**src/rtl/search_count_engine.sv**
```systemverilog
// Two-algorithm engine: popcount of A (mode 0) or binary search of a sorted sync-read memory for A (mode 1).
// Optional busy-cycle counter output 'cycles' is enabled by defining ENGINE_CYCLE_CNT_EN.
module search_count_engine #(
    parameter int DATA_W = 8,
    parameter int ADDR_W = 5,
    parameter int CNT_W  = $clog2(DATA_W + 1)
) (
    input  logic              clk,
    input  logic              Reset,
    input  logic              start,
    input  logic              mode,
    input  logic [DATA_W-1:0] A,
    output logic [ADDR_W-1:0] mem_addr,
    input  logic [DATA_W-1:0] mem_rdata,
    output logic [CNT_W-1:0]  count,
    output logic [ADDR_W-1:0] loc,
    output logic              found,
    output logic              busy,
    output logic              done
`ifdef ENGINE_CYCLE_CNT_EN
    ,
    output logic [15:0]       cycles
`endif
);

    typedef enum logic [2:0] {
        IDLE,
        CNT,
        ADDR,
        WAIT,
        CMP,
        DONE
    } state_t;

    state_t            state_q, state_d;
    logic              arm_q, arm_d;
    logic              mode_q, mode_d;
    logic [DATA_W-1:0] shreg_q, shreg_d;
    logic [ADDR_W-1:0] lo_q, lo_d;
    logic [ADDR_W-1:0] hi_q, hi_d;
    logic [ADDR_W-1:0] mem_addr_q, mem_addr_d;
    logic [CNT_W-1:0]  count_q, count_d;
    logic [ADDR_W-1:0] loc_q, loc_d;
    logic              found_q, found_d;
    logic [ADDR_W-1:0] mid;
    logic              startAccept;

    // arm_q marks an edge where start was sampled (in IDLE) or released (in DONE); the FSM acts one edge later.
    assign startAccept = (state_q == IDLE) && !arm_q && start;
    assign mid         = ADDR_W'(({1'b0, lo_q} + {1'b0, hi_q}) >> 1);

    always_ff @(posedge clk or negedge Reset) begin
        if (!Reset) begin
            state_q    <= IDLE;
            arm_q      <= 1'b0;
            mode_q     <= 1'b0;
            shreg_q    <= '0;
            lo_q       <= '0;
            hi_q       <= '0;
            mem_addr_q <= '0;
            count_q    <= '0;
            loc_q      <= '0;
            found_q    <= 1'b0;
        end else begin
            state_q    <= state_d;
            arm_q      <= arm_d;
            mode_q     <= mode_d;
            shreg_q    <= shreg_d;
            lo_q       <= lo_d;
            hi_q       <= hi_d;
            mem_addr_q <= mem_addr_d;
            count_q    <= count_d;
            loc_q      <= loc_d;
            found_q    <= found_d;
        end
    end

    always_comb begin
        state_d    = state_q;
        arm_d      = arm_q;
        mode_d     = mode_q;
        shreg_d    = shreg_q;
        lo_d       = lo_q;
        hi_d       = hi_q;
        mem_addr_d = mem_addr_q;
        count_d    = count_q;
        loc_d      = loc_q;
        found_d    = found_q;
        case (state_q)
            IDLE: begin
                if (arm_q) begin
                    arm_d   = 1'b0;
                    lo_d    = '0;
                    hi_d    = '1;
                    state_d = mode_q ? ADDR : CNT;
                end else if (startAccept) begin
                    arm_d   = 1'b1;
                    shreg_d = A;
                    mode_d  = mode;
                    count_d = '0;
                    loc_d   = '0;
                    found_d = 1'b0;
                end
            end
            CNT: begin
                if (shreg_q == '0) begin
                    state_d = DONE;
                end else begin
                    count_d = count_q + CNT_W'(shreg_q[0]);
                    shreg_d = shreg_q >> 1;
                end
            end
            ADDR: begin
                mem_addr_d = mid;
                state_d    = WAIT;
            end
            WAIT: begin
                state_d = CMP;
            end
            CMP: begin
                // Bounds checks before moving lo/hi keep them inside the address range.
                if (mem_rdata == shreg_q) begin
                    found_d = 1'b1;
                    loc_d   = mem_addr_q;
                    state_d = DONE;
                end else if (mem_rdata < shreg_q) begin
                    if (mem_addr_q == hi_q) begin
                        loc_d   = mem_addr_q;
                        state_d = DONE;
                    end else begin
                        lo_d    = mem_addr_q + ADDR_W'(1);
                        state_d = ADDR;
                    end
                end else begin
                    if (mem_addr_q == lo_q) begin
                        loc_d   = mem_addr_q;
                        state_d = DONE;
                    end else begin
                        hi_d    = mem_addr_q - ADDR_W'(1);
                        state_d = ADDR;
                    end
                end
            end
            DONE: begin
                if (arm_q) begin
                    arm_d   = 1'b0;
                    state_d = IDLE;
                end else if (!start) begin
                    arm_d = 1'b1;
                end
            end
            default: begin
                state_d = IDLE;
                arm_d   = 1'b0;
            end
        endcase
    end

    assign mem_addr = mem_addr_q;
    assign count    = count_q;
    assign loc      = loc_q;
    assign found    = found_q;
    assign busy     = (state_q != IDLE) && (state_q != DONE);
    assign done     = (state_q == DONE);

`ifdef ENGINE_CYCLE_CNT_EN
    logic [15:0] cycles_q;

    always_ff @(posedge clk or negedge Reset) begin
        if (!Reset) begin
            cycles_q <= '0;
        end else if (startAccept) begin
            cycles_q <= '0;
        end else if (busy && (cycles_q != 16'hFFFF)) begin
            cycles_q <= cycles_q + 16'd1;
        end
    end

    assign cycles = cycles_q;
`endif

endmodule

```
**config.mk**
```make
export PLATFORM = sky130hd
export DESIGN_NAME = search_count_engine
export DESIGN_NICKNAME = d
export VERILOG_FILES = /design/src/rtl/search_count_engine.sv
export SDC_FILE = /design/constraint.sdc
export NUM_CORES = 1
export LEC_CHECK = 0
export BUFFER_PORTS_ARGS = -buffer_cell sky130_fd_sc_hd__buf_2
export CAP_MARGIN = 20
export CELL_PAD_IN_SITES_DETAIL_PLACEMENT = 0
export CELL_PAD_IN_SITES_GLOBAL_PLACEMENT = 1
export CORE_MARGIN = 4
export CORE_UTILIZATION = 33
export DETAILED_ROUTE_END_ITERATION = 10
export GPL_TIMING_DRIVEN = 0
export PLACE_DENSITY = 0.59
export SKIP_LAST_GASP = 1
export SLEW_MARGIN = 20
export SYNTH_ARGS = -nofsm -noshare
export SYNTH_HDL_FRONTEND = slang
export SYNTH_SLANG_ARGS = --single-unit
```
**constraint.sdc**
```tcl
create_clock -name clk -period 4.1 [get_ports clk]
set_input_delay 0.615 -clock clk [delete_from_list [all_inputs] [get_ports clk]]
set_output_delay 0.615 -clock clk [all_outputs]
set_load 0.01 [all_outputs]
```
==> results of run 1 <==
power by group:
group          switching (µW)  internal [µW]
clock network             141            179
registers                 133            525
logic                     657            510
metrics by stage:
step           std cells  setup slack, ns
6_report             388             1.91
5_1_grt              388             1.65
4_1_cts              388             1.88
3_5_place_dp         380             1.58
3_3_place_gp         380             1.61
2_1_floorplan        248             1.89
cell families after synthesis:
family,count (synthesis),synth area share
adders and majority gates,17,0.0947
xor gates and xnor gates,21,0.0791
AOI/OAI and AO/OA,55,0.151
buffers and inverters,30,0.0586
and+or+nand+nor,75,0.156
muxes,12,0.0516
DFF,38,0.409
cell type report:
cell class | instances | share of cell area
sequential | 38 | 0.348
inverter | 20 | 0.0274
clock buffer | 5 | 0.0252
multi-input combinational | 180 | 0.453
buffer | 10 | 0.0224
tap | 96 | 0.0439
timing repair buffer | 36 | 0.0659
clock inverter | 3 | 0.0146
metal layers:
layer  GRT usage  vias up  share of wire
li1            -      939              -
met1       0.210      851           0.54
met2       0.193       28           0.42
met3      0.0287        5          0.030
met4      0.0334        0         0.0093
met5           0        -              0
final timing paths:
path | startpoint | end | slack, ns | depth (start not counted)
min in group clk | count[0] | count[0] | 0.52 | 2
worst max-delay path | shreg_q[5] | hi_q[0] | 1.91 | 7
max in group asynchronous | Reset | shreg_q[4] | 3.08 | 1
worst max register to register | shreg_q[5] | hi_q[0] | 1.91 | 7
worst min register to register | count[0] | count[0] | 0.52 | 2
worst min-delay path | Reset | loc[2] | 0.45 | 1
registers in the layout, summed over array words and instances (netlist names):
name / cells
shreg_q: 8
hi_q: 5
lo_q: 5
loc: 5
mem_addr: 5
count: 4
state_q: 3
arm_q: 1
found: 1
mode_q: 1
layout by cell type, fill, tap and decap left out, types with 2 or more instances in the layout:
| master | netlist | final |
|---|---|---|
| sky130_fd_sc_hd__clkinv_2 | 0 | 2 |
| sky130_fd_sc_hd__nor2_2 | 2 | 2 |
| sky130_fd_sc_hd__a21oi_1 | 8 | 8 |
| sky130_fd_sc_hd__a2bb2oi_1 | 5 | 5 |
| sky130_fd_sc_hd__buf_2 | 6 | 42 |
| sky130_fd_sc_hd__o21bai_1 | 2 | 2 |
| sky130_fd_sc_hd__o21ai_0 | 23 | 23 |
| sky130_fd_sc_hd__ha_1 | 16 | 16 |
| sky130_fd_sc_hd__nor2_1 | 7 | 7 |
| sky130_fd_sc_hd__nand2_1 | 42 | 42 |
| sky130_fd_sc_hd__buf_4 | 2 | 2 |
| sky130_fd_sc_hd__xnor2_1 | 11 | 11 |
| sky130_fd_sc_hd__dfrtp_1 | 38 | 38 |
| sky130_fd_sc_hd__xor2_1 | 10 | 10 |
| sky130_fd_sc_hd__inv_1 | 20 | 20 |
| sky130_fd_sc_hd__nor3b_1 | 2 | 2 |
| sky130_fd_sc_hd__nand3_1 | 6 | 6 |
| sky130_fd_sc_hd__nor3_1 | 5 | 5 |
| sky130_fd_sc_hd__o2bb2ai_1 | 4 | 4 |
| sky130_fd_sc_hd__clkbuf_8 | 0 | 5 |
| sky130_fd_sc_hd__nor4_1 | 2 | 2 |
| sky130_fd_sc_hd__nand4_1 | 3 | 3 |
| sky130_fd_sc_hd__mux2i_1 | 12 | 12 |
| sky130_fd_sc_hd__a21o_1 | 3 | 3 |
==> qor.txt, run 1 <==
DRT
---------------------------------------------------------------------------------
Wire per inst                                                             13.9 µm
Router iterations before antenna repair                                         4
DR iter-0 viols                                                                53
Wirelength, routed                                                        5380 µm
Via total after detailed routing                                             1823
Via-per-instance ratio                                                       4.70
Total DRC errors in the routed layout                                           0
Antenna Nets Post-Route                                                         0

CTS
---------------------------------------------------------------------------------
H-Tree Level Count                                                              2
Worst-skew pair later-pin latency                                         0.29 ns
Root Buffer                                                          sky130_fd_sc_hd__clkbuf_8
Count of instances resized after the clock tree is built                        0
CTS buffer count                                                                5
Clock net sink count                                                           38
Buffer depth of the longest clock path                                          2
Number of hold buffers added after CTS                                          0
Number of setup buffers added after CTS                                         0
TritonCTS clock tree                                                         done
Clock slew seen by the registers of the worst setup and hold paths        0.08 ns

YOSYS
---------------------------------------------------------------------------------
Flop and latch count out of synthesis                                          38
Area share of the largest cell type after synthesis                         0.409
Mean post-synth cell area                                                9.38 µm²
Most area-consuming cells after synthesis                            sky130_fd_sc_hd__dfrtp_1 (41%), sky130_fd_sc_hd__ha_1 (8.6%), sky130_fd_sc_hd__nand2_1 (6.8%), sky130_fd_sc_hd__mux2i_1 (5.2%), sky130_fd_sc_hd__o21ai_0 (4.9%)
Largest area contributor in the synthesized netlist                  sky130_fd_sc_hd__dfrtp_1
Predominant post-synthesis flop cell                                 sky130_fd_sc_hd__dfrtp_1
Count of flip-flops with a built-in enable after synthesis                      0
Commonest cells in the netlist                                       sky130_fd_sc_hd__nand2_1 (42), sky130_fd_sc_hd__dfrtp_1 (38), sky130_fd_sc_hd__o21ai_0 (23)
Count of mapped cells out of synthesis                                        248
Library cells used by synthesis                                                41
Most frequently used cell type in the post-synthesis netlist         sky130_fd_sc_hd__nand2_1
Synthesized netlist net count                                                 285
Portion of the post-synthesis area used by sequential elements              0.409
Synthesized area                                                         2330 µm²
Asr flop ratio synth                                                         1.00
Yosys warns                                                                     0

POWER AND IR DROP
---------------------------------------------------------------------------------
Largest vdd supply drop                                                0.000314 V
Total Power Consumption                                                   2150 µW
Static leakage                                                         0.00135 µW
Power per standard cell area                                           785 nW/µm²

WORST SETUP PATH
---------------------------------------------------------------------------------
Cell breakdown of the critical path                                  inv_1 -> ha_1 -> a21oi_1 -> o21ai_0 -> o21ai_0 -> nor3_1 -> a2bb2oi_1
Cell mode on critical path                                           sky130_fd_sc_hd__o21ai_0
Kind of critical path                                                  reg -> reg
Critical path peak fanout                                                       5
Critical path buffers and inverters                                             1
Element type at the critical path end                                        flop
Data required time of the critical path                                   4.26 ns
Slowest stage delay, CP                                                   0.47 ns
Cell family with most CP delay                                       compound AO/OA/AOI/OAI gates
Worst Setup Start Kind                                                       flop
Arrival time worst endpoint                                               2.35 ns
Cell at the slowest stage of the critical path                       sky130_fd_sc_hd__nor3_1

TIMING
---------------------------------------------------------------------------------
Fraction of the cycle the final worst path needs                            0.534
Count of final setup violators                                                  0
Worst slew slack as a fraction of its limit                                 0.397
Layout Skew                                                            0.00476 ns
Peak Freq                                                                 457 MHz
Setup repair after global routing missed its margin                            no
Count of final max-slew check failures                                          0
Total negative slack                                                         0 ns
Worst hold slack across all endpoints                                    0.448 ns
Hold violation count in the final report                                        0
Clock period minus worst slack                                            2.19 ns
Measured slew at the worst slew-check pin                                0.904 ns

FINISH
---------------------------------------------------------------------------------
Filler Cells Inserted                                                         727
Antenna diode instance count                                                    0
Layout cell share with drive strength beyond 1                              0.209
Total area of sequential cells                                            951 µm²
Nets@finish                                                                   328
Core utilization of the finished layout                                     0.400
Growth of design area from synthesis to finish                              17.6%
Cell area after layout                                                   2740 µm²
Multi-input logic area                                                   1240 µm²

FLOORPLAN
---------------------------------------------------------------------------------
Die extent in x                                                           92.0 µm
Boundary pin count                                                             37
Starting density of the core                                                0.340
Core Box Area                                                            6830 µm²
Height of the die                                                         92.0 µm
Number of rows created at floorplan                                            30
Die area                                                                 8460 µm²

GRT
---------------------------------------------------------------------------------
Via count of the first global-routing pass                                   1848
Number of antenna violations at the first check in global routing               0
Global route total overflow                                                     0
GRT Total Usage                                                             0.137
Wire length of the first global-routing pass                              9200 µm
Pin count of the biggest net entering global routing                           39

PLACE
---------------------------------------------------------------------------------
DPL Wire Length                                                           4010 µm
Buffers on Ports                                                               36
Final weighted congestion of routability-driven global placement            0.811
Post-placement cell area                                                 2630 µm²

RUN
---------------------------------------------------------------------------------
Count of maximum capacitance violations                                         0

HOLD PATH
---------------------------------------------------------------------------------
HP Class                                                              in -> async

STATUS
---------------------------------------------------------------------------------
Outcome                                                              finished clean

Power figures use the tool's default switching activity.
==> inputs of run 2 (changes only) <==
==> constraint.sdc (replaced) <==
create_clock -name clk -period 2.23 [get_ports clk]
set_input_delay 0.3345 -clock clk [delete_from_list [all_inputs] [get_ports clk]]
set_output_delay 0.3345 -clock clk [all_outputs]
set_load 0.01 [all_outputs]
==> run 2 against run 1 <==
Via count decreased by 0.11%. Hold slack got worse by 0.28 ns. Highest routed layer unchanged. Sequential power increased by 84%. Critical path depth unchanged. Non-clock buffer count increased by 2. Routed wire length increased by 0.50%. First-iteration DRC count increased by 7.5%. Maximum frequency increased by 3.6%.
==> qor.txt, run 2 (synthesis results as in run 1) <==
STATUS
---------------------------------------------------------------------------------
Outcome                                                              finished clean

WORST SETUP PATH
---------------------------------------------------------------------------------
Data required time of the critical path                                   2.45 ns   -1.81 ns
Arrival time worst endpoint                                               2.33 ns   -0.02 ns
Beginning of the worst register-to-register path                       shreg_q[3]
Critical path peak fanout                                                       7   +2
Worst Setup Start Kind                                                       flop
Kind of critical path                                                  reg -> reg
Slack of the worst reg-to-reg path                                        0.12 ns   -1.79 ns
End of the worst register-to-register path                                 loc[2]
Element type at the critical path end                                        flop
Number of cells traversed by the worst register-to-register path                7   unchanged

FLOORPLAN
---------------------------------------------------------------------------------
Boundary pin count                                                             37   unchanged
Die area                                                                 8460 µm²   unchanged
Die extent in x                                                           92.0 µm   unchanged
Height of the die                                                         92.0 µm   unchanged
Starting density of the core                                                0.340   unchanged
Core Box Area                                                            6830 µm²   unchanged
Number of rows created at floorplan                                            30   unchanged

POWER AND IR DROP
---------------------------------------------------------------------------------
Static leakage                                                         0.00136 µW   +0.88%
Share of power burned in registers                                          0.301   -0.006
Total Power Consumption                                                   4000 µW   +87%
Switching share of power                                                    0.434   about the same
Portion of total power attributed to combinational logic                    0.550   +0.006
Design internal power                                                     2260 µW   +86%
Switching power                                                           1740 µW   +87%
Power per standard cell area                                          1450 nW/µm²   +84%
Largest vdd supply drop                                                0.000578 V   +84%
Clock share of power                                                        0.148   about the same

PLACE
---------------------------------------------------------------------------------
DP Worst Slack                                                        -0.00733 ns   -1.59 ns
Final weighted congestion of routability-driven global placement            0.811   unchanged
Buffers on Ports                                                               36   unchanged
Post-placement cell area                                                 2630 µm²   unchanged
Number of placed instances with taps included                                 380   unchanged
DPL Wire Length                                                           4010 µm   unchanged

DRT
---------------------------------------------------------------------------------
Wirelength, routed                                                        5410 µm   +0.50%
Antenna Nets Post-Route                                                         0   unchanged
Total DRC errors in the routed layout                                           0   unchanged
Wire per inst                                                             13.9 µm   about the same
Router iterations before antenna repair                                         4   unchanged
DR iter-0 viols                                                                57   +7.5%
Via total after detailed routing                                             1821   -0.11%
Via-per-instance ratio                                                       4.67   -0.62%

TIMING
---------------------------------------------------------------------------------
Count of final max-slew check failures                                          0   unchanged
Worst hold slack across all endpoints                                    0.166 ns   -0.282 ns
Clock period minus worst slack                                            2.11 ns   -0.0771 ns
Fraction of the cycle the final worst path needs                            0.948   +0.413
Setup repair after global routing missed its margin                            no
Measured slew at the worst slew-check pin                                0.905 ns   +0.00135 ns
Worst slew slack as a fraction of its limit                                 0.396   -0.000900
Peak Freq                                                                 473 MHz   +3.6%
Slack of the critical path                                               0.117 ns   -1.79 ns
Layout Skew                                                            0.00515 ns   +0.000384 ns
Hold violation count in the final report                                        0   unchanged
Count of final setup violators                                                  0   unchanged

FINISH
---------------------------------------------------------------------------------
Most used cells in the layout excluding fill and tap cells           sky130_fd_sc_hd__nand2_1 (42), sky130_fd_sc_hd__buf_2 (42), sky130_fd_sc_hd__dfrtp_1 (38), sky130_fd_sc_hd__o21ai_0 (21), sky130_fd_sc_hd__inv_1 (20)
Post-Layout Cell Count                                                        390   +0.52%
Max reg flops                                                                   8   unchanged
Layout cell share with drive strength beyond 1                              0.228   +0.0190
Nets@finish                                                                   330   +0.61%
Antenna diode instance count                                                    0   unchanged
Growth of design area from synthesis to finish                              19.0%
Cell area after layout                                                   2770 µm²   +1.2%
Largest Register                                                          shreg_q

GRT
---------------------------------------------------------------------------------
Wire length of the first global-routing pass                              9200 µm   unchanged
GRT Total Usage                                                             0.137   unchanged
Via count of the first global-routing pass                                   1848   unchanged
Global route total overflow                                                     0   unchanged
Pin count of the biggest net entering global routing                           39   unchanged
Number of antenna violations at the first check in global routing               0   unchanged

CTS
---------------------------------------------------------------------------------
Clock net sink count                                                           38   unchanged
CTS buffer count                                                                5   unchanged
Worst-skew pair later-pin latency                                         0.29 ns   about the same
Number of hold buffers added after CTS                                          0   unchanged
Clock slew seen by the registers of the worst setup and hold paths        0.08 ns   about the same
Buffer depth of the longest clock path                                          2   unchanged
Root Buffer                                                          sky130_fd_sc_hd__clkbuf_8
H-Tree Level Count                                                              2   unchanged
TritonCTS clock tree                                                         done

HOLD PATH
---------------------------------------------------------------------------------
HP Class                                                              in -> async

RUN
---------------------------------------------------------------------------------
Count of maximum capacitance violations                                         0   unchanged

-- run 2: layout make-up --
cell class                 count  area, µm²
clock buffer                   5       68.8
buffer                        10       61.3
multi-input combinational    180       1260
clock inverter                 3       40.0
sequential                    38        951
fill                         722       4060
timing repair buffer          38        195
inverter                      20       75.1
tap                           96        120
-- run 2: metrics by stage --
stage / TNS, ns / utilization
after floorplan: 0 / -
after global routing: 0 / 0.405
after global placement: 0 / 0.384
after detailed placement: -0.00733 / 0.384
after CTS: 0 / 0.400
final: 0 / 0.405
-- run 2: worst max path at each step --
stage | end | startpoint | slack (ns)
6_report | loc[2] | shreg_q[3] | 0.12
5_1_grt | loc[3] | shreg_q[3] | 0.01
4_1_cts | hi_q[0] | shreg_q[5] | 0.009
3_5_place_dp | hi_q[0] | mem_rdata[7] | -0.007
3_3_place_gp | hi_q[4] | mem_rdata[1] | 0.02
2_1_floorplan | loc[0] | shreg_q[1] | 0.24
-- run 2: power groups by stage --
stage	clock [µW]	combinational, µW	sequential, µW
floorplan	0	1600	1210
global placement	0	2150	1220
detailed placement	0	2170	1220
CTS	615	2180	1210
global route	642	2530	1250
finish	594	2200	1210
-- run 2: metal layers --
layer	part of all wire	wire length, µm	track usage	vias up
met5	0	0	0	-
met4	0.0089	48	0.0334	0
met3	0.031	166	0.0287	4
met2	0.42	2300	0.193	25
met1	0.54	2900	0.210	850
li1	-	-	-	942
-- run 2: repair_timing --
item / 4_1_cts / 5_1_grt
setup endpoints to repair: 0 / 15
resized for setup: 0 / 6
setup buffers: 0 / 2
-- run 2: worst max-delay path, stage by stage (launching register included) --
cell	delay, ns
sky130_fd_sc_hd__dfrtp_1	0.41
sky130_fd_sc_hd__inv_1	0.06
sky130_fd_sc_hd__ha_1	0.31
sky130_fd_sc_hd__a21oi_1	0.21
sky130_fd_sc_hd__a21oi_2	0.11
sky130_fd_sc_hd__or4_4	0.55
sky130_fd_sc_hd__nand4_4	0.18
sky130_fd_sc_hd__mux2i_1	0.21
==> inputs of run 3 (changes only) <==
--- a/config.mk
+++ b/config.mk
@@ -9,6 +9,7 @@
 export CAP_MARGIN = 20
 export CELL_PAD_IN_SITES_DETAIL_PLACEMENT = 0
 export CELL_PAD_IN_SITES_GLOBAL_PLACEMENT = 1
+export CORE_ASPECT_RATIO = 0.6
 export CORE_MARGIN = 4
 export CORE_UTILIZATION = 33
 export DETAILED_ROUTE_END_ITERATION = 10
==> run 3 against run 2 <==
Utilization up 1.0 points. Global-route usage is 1.5 points higher. Sequential share of layout area shrank 0.50 points. Sequential power about the same. Hold slack better by 0.0065 ns. Cell count is 2.3% lower. Power is 6.4% higher. Non-clock buffer count is the same. First-iteration DRC count rose by 51%. Clock skew is 0.0013 ns higher. Routed wire length grew 9.4%. Largest cell class unchanged. Largest power group unchanged.
==> qor.txt, run 3 (synthesis results as in run 1) <==
WORST SETUP PATH
---------------------------------------------------------------------------------
Kind of critical path                                                  reg -> reg
Worst Setup Start Kind                                                       flop
Element type at the critical path end                                        flop
Critical path peak fanout                                                       5   -2
Data required time of the critical path                                   2.38 ns   -0.07 ns
Arrival time worst endpoint                                               2.26 ns   -0.07 ns

FINISH
---------------------------------------------------------------------------------
Growth of design area from synthesis to finish                              20.8%
Multi-input logic area                                                   1260 µm²   -0.10%
Antenna diode instance count                                                    0   unchanged
Most used cells in the layout excluding fill and tap cells           sky130_fd_sc_hd__nand2_1 (42), sky130_fd_sc_hd__buf_2 (42), sky130_fd_sc_hd__dfrtp_1 (38), sky130_fd_sc_hd__o21ai_0 (22), sky130_fd_sc_hd__inv_1 (20)
Filler Cells Inserted                                                         673   -6.8%
Layout cell share with drive strength beyond 1                              0.221   -0.00680
Max reg flops                                                                   8   unchanged
Cell area after layout                                                   2810 µm²   +1.5%
Largest Register                                                          shreg_q
Total area of sequential cells                                            951 µm²   unchanged
Core utilization of the finished layout                                     0.416   +0.0102
Nets@finish                                                                   330   unchanged

POWER AND IR DROP
---------------------------------------------------------------------------------
Design internal power                                                     2460 µW   +8.5%
Share of power burned in registers                                          0.289   -0.012
Switching share of power                                                    0.424   -0.0108
Portion of total power attributed to combinational logic                    0.524   -0.026
Switching power                                                           1810 µW   +3.8%
Total Power Consumption                                                   4260 µW   +6.4%
Largest vdd supply drop                                                0.000540 V   -6.6%
Static leakage                                                         0.00138 µW   +1.4%
Power per standard cell area                                          1520 nW/µm²   +4.9%
Clock share of power                                                        0.188   +0.040

TIMING
---------------------------------------------------------------------------------
Worst slew slack as a fraction of its limit                                 0.415   +0.0187
Measured slew at the worst slew-check pin                                0.877 ns   -0.0280 ns
Worst hold slack across all endpoints                                    0.172 ns   +0.00649 ns
Count of final setup violators                                                  0   unchanged
Hold violation count in the final report                                        0   unchanged
Peak Freq                                                                 475 MHz   +0.41%
Fraction of the cycle the final worst path needs                            0.944   -0.00383
Setup repair after global routing missed its margin                           yes
Total negative slack                                                         0 ns   unchanged
Clock period minus worst slack                                            2.10 ns   -0.00855 ns
Layout Skew                                                            0.00647 ns   +0.00132 ns
Count of final max-slew check failures                                          0   unchanged

PLACE
---------------------------------------------------------------------------------
Final weighted congestion of routability-driven global placement            0.748   -7.8%
Post-placement cell area                                                 2620 µm²   -0.43%
Buffers on Ports                                                               36   unchanged
DPL Wire Length                                                           4520 µm   +13%

GRT
---------------------------------------------------------------------------------
GRT Total Usage                                                             0.152   +0.0150
Global route total overflow                                                     0   unchanged
Number of antenna violations at the first check in global routing               0   unchanged
Pin count of the biggest net entering global routing                           39   unchanged
Via count of the first global-routing pass                                   1807   -2.2%
Wire length of the first global-routing pass                              9650 µm   +4.8%

DRT
---------------------------------------------------------------------------------
Wire per inst                                                             15.5 µm   +12%
Via-per-instance ratio                                                       4.84   +3.7%
Wirelength, routed                                                        5920 µm   +9.4%
Router iterations before antenna repair                                         4   unchanged
Via total after detailed routing                                             1845   +1.3%
DR iter-0 viols                                                                86   +51%
Total DRC errors in the routed layout                                           0   unchanged
Antenna Nets Post-Route                                                         0   unchanged

FLOORPLAN
---------------------------------------------------------------------------------
Die extent in x                                                            116 µm   +27%
Boundary pin count                                                             37   unchanged
Number of rows created at floorplan                                            23   -23%
Starting density of the core                                                0.344   +0.00346
Core Box Area                                                            6760 µm²   -1.0%
Die area                                                                 8500 µm²   +0.52%
Height of the die                                                         73.0 µm   -21%

CTS
---------------------------------------------------------------------------------
Clock slew seen by the registers of the worst setup and hold paths        0.06 ns   -0.02 ns
Worst-skew pair later-pin latency                                         0.28 ns   about the same
H-Tree Level Count                                                              2   unchanged
CTS buffer count                                                                5   unchanged
Clock net sink count                                                           38   unchanged
Buffer depth of the longest clock path                                          2   unchanged
TritonCTS clock tree                                                         done
Root Buffer                                                          sky130_fd_sc_hd__clkbuf_16

RUN
---------------------------------------------------------------------------------
Count of maximum capacitance violations                                         0   unchanged

HOLD PATH
---------------------------------------------------------------------------------
HP Class                                                              in -> async

STATUS
---------------------------------------------------------------------------------
Outcome                                                              finished clean

[run 3: layout make-up]
type,instances,area share
well taps,87,0.0387
clock inverters,1,0.0107
multi-input cells,180,0.447
plain buffers,10,0.0218
inverters,20,0.0267
repair buffers,38,0.0695
flip-flops and latches,38,0.338
clock buffers,7,0.0472
[run 3: path summary, 6_finish.rpt]
kind	start	end	cells after the start	slack (ns)
min reg2reg	found	found	2	0.48
max reg2reg	shreg_q[1]	hi_q[1]	8	0.13
max	shreg_q[1]	hi_q[1]	8	0.13
max in group asynchronous	Reset	hi_q[0]	1	1.50
min in group clk	mode	mode_q	3	0.26
min	Reset	mem_addr[1]	1	0.17
[run 3: repair_timing]
item,CTS,global route
resized for setup,2,3
endpoints found under the setup margin,7,15
pin swaps,0,2
hold buffers,0,0
setup buffers,1,1
[run 3: power by group through the flow]
| stage | registers (µW) | clock network (µW) | logic (µW) |
|---|---|---|---|
| CTS | 1230 | 831 | 2240 |
| global placement | 1250 | 0 | 2180 |
| global route | 1270 | 852 | 2530 |
| detailed placement | 1240 | 0 | 2190 |
| floorplan | 1210 | 0 | 1600 |
| finish | 1230 | 799 | 2230 |
[run 3: worst max-delay path, stage by stage, from the launching register on]
cell and delay [ns]:
sky130_fd_sc_hd__dfrtp_1 0.38, sky130_fd_sc_hd__inv_1 0.06, sky130_fd_sc_hd__ha_1 0.29, sky130_fd_sc_hd__nor2b_4 0.13, sky130_fd_sc_hd__o211ai_2 0.15, sky130_fd_sc_hd__a21oi_2 0.11
sky130_fd_sc_hd__o21ai_0 0.45, sky130_fd_sc_hd__a31oi_2 0.23, sky130_fd_sc_hd__a2bb2oi_1 0.18
[run 3: routing by layer]
metal	part of all wire	routed length, µm	track usage	up-vias
met1	0.57	3370	0.250	848
met5	0	0	0	-
met4	0.0093	55	0.0386	0
met2	0.36	2120	0.186	43
li1	-	-	-	948
met3	0.062	365	0.0406	6
[run 3: stage by stage]
step / std cells / worst slack (ns)
after floorplan: 248 / 0.242
after global placement: 371 / -0.0960
after detailed placement: 371 / -0.0206
after CTS: 380 / 0.0361
after global routing: 381 / -0.0192
final: 381 / 0.125
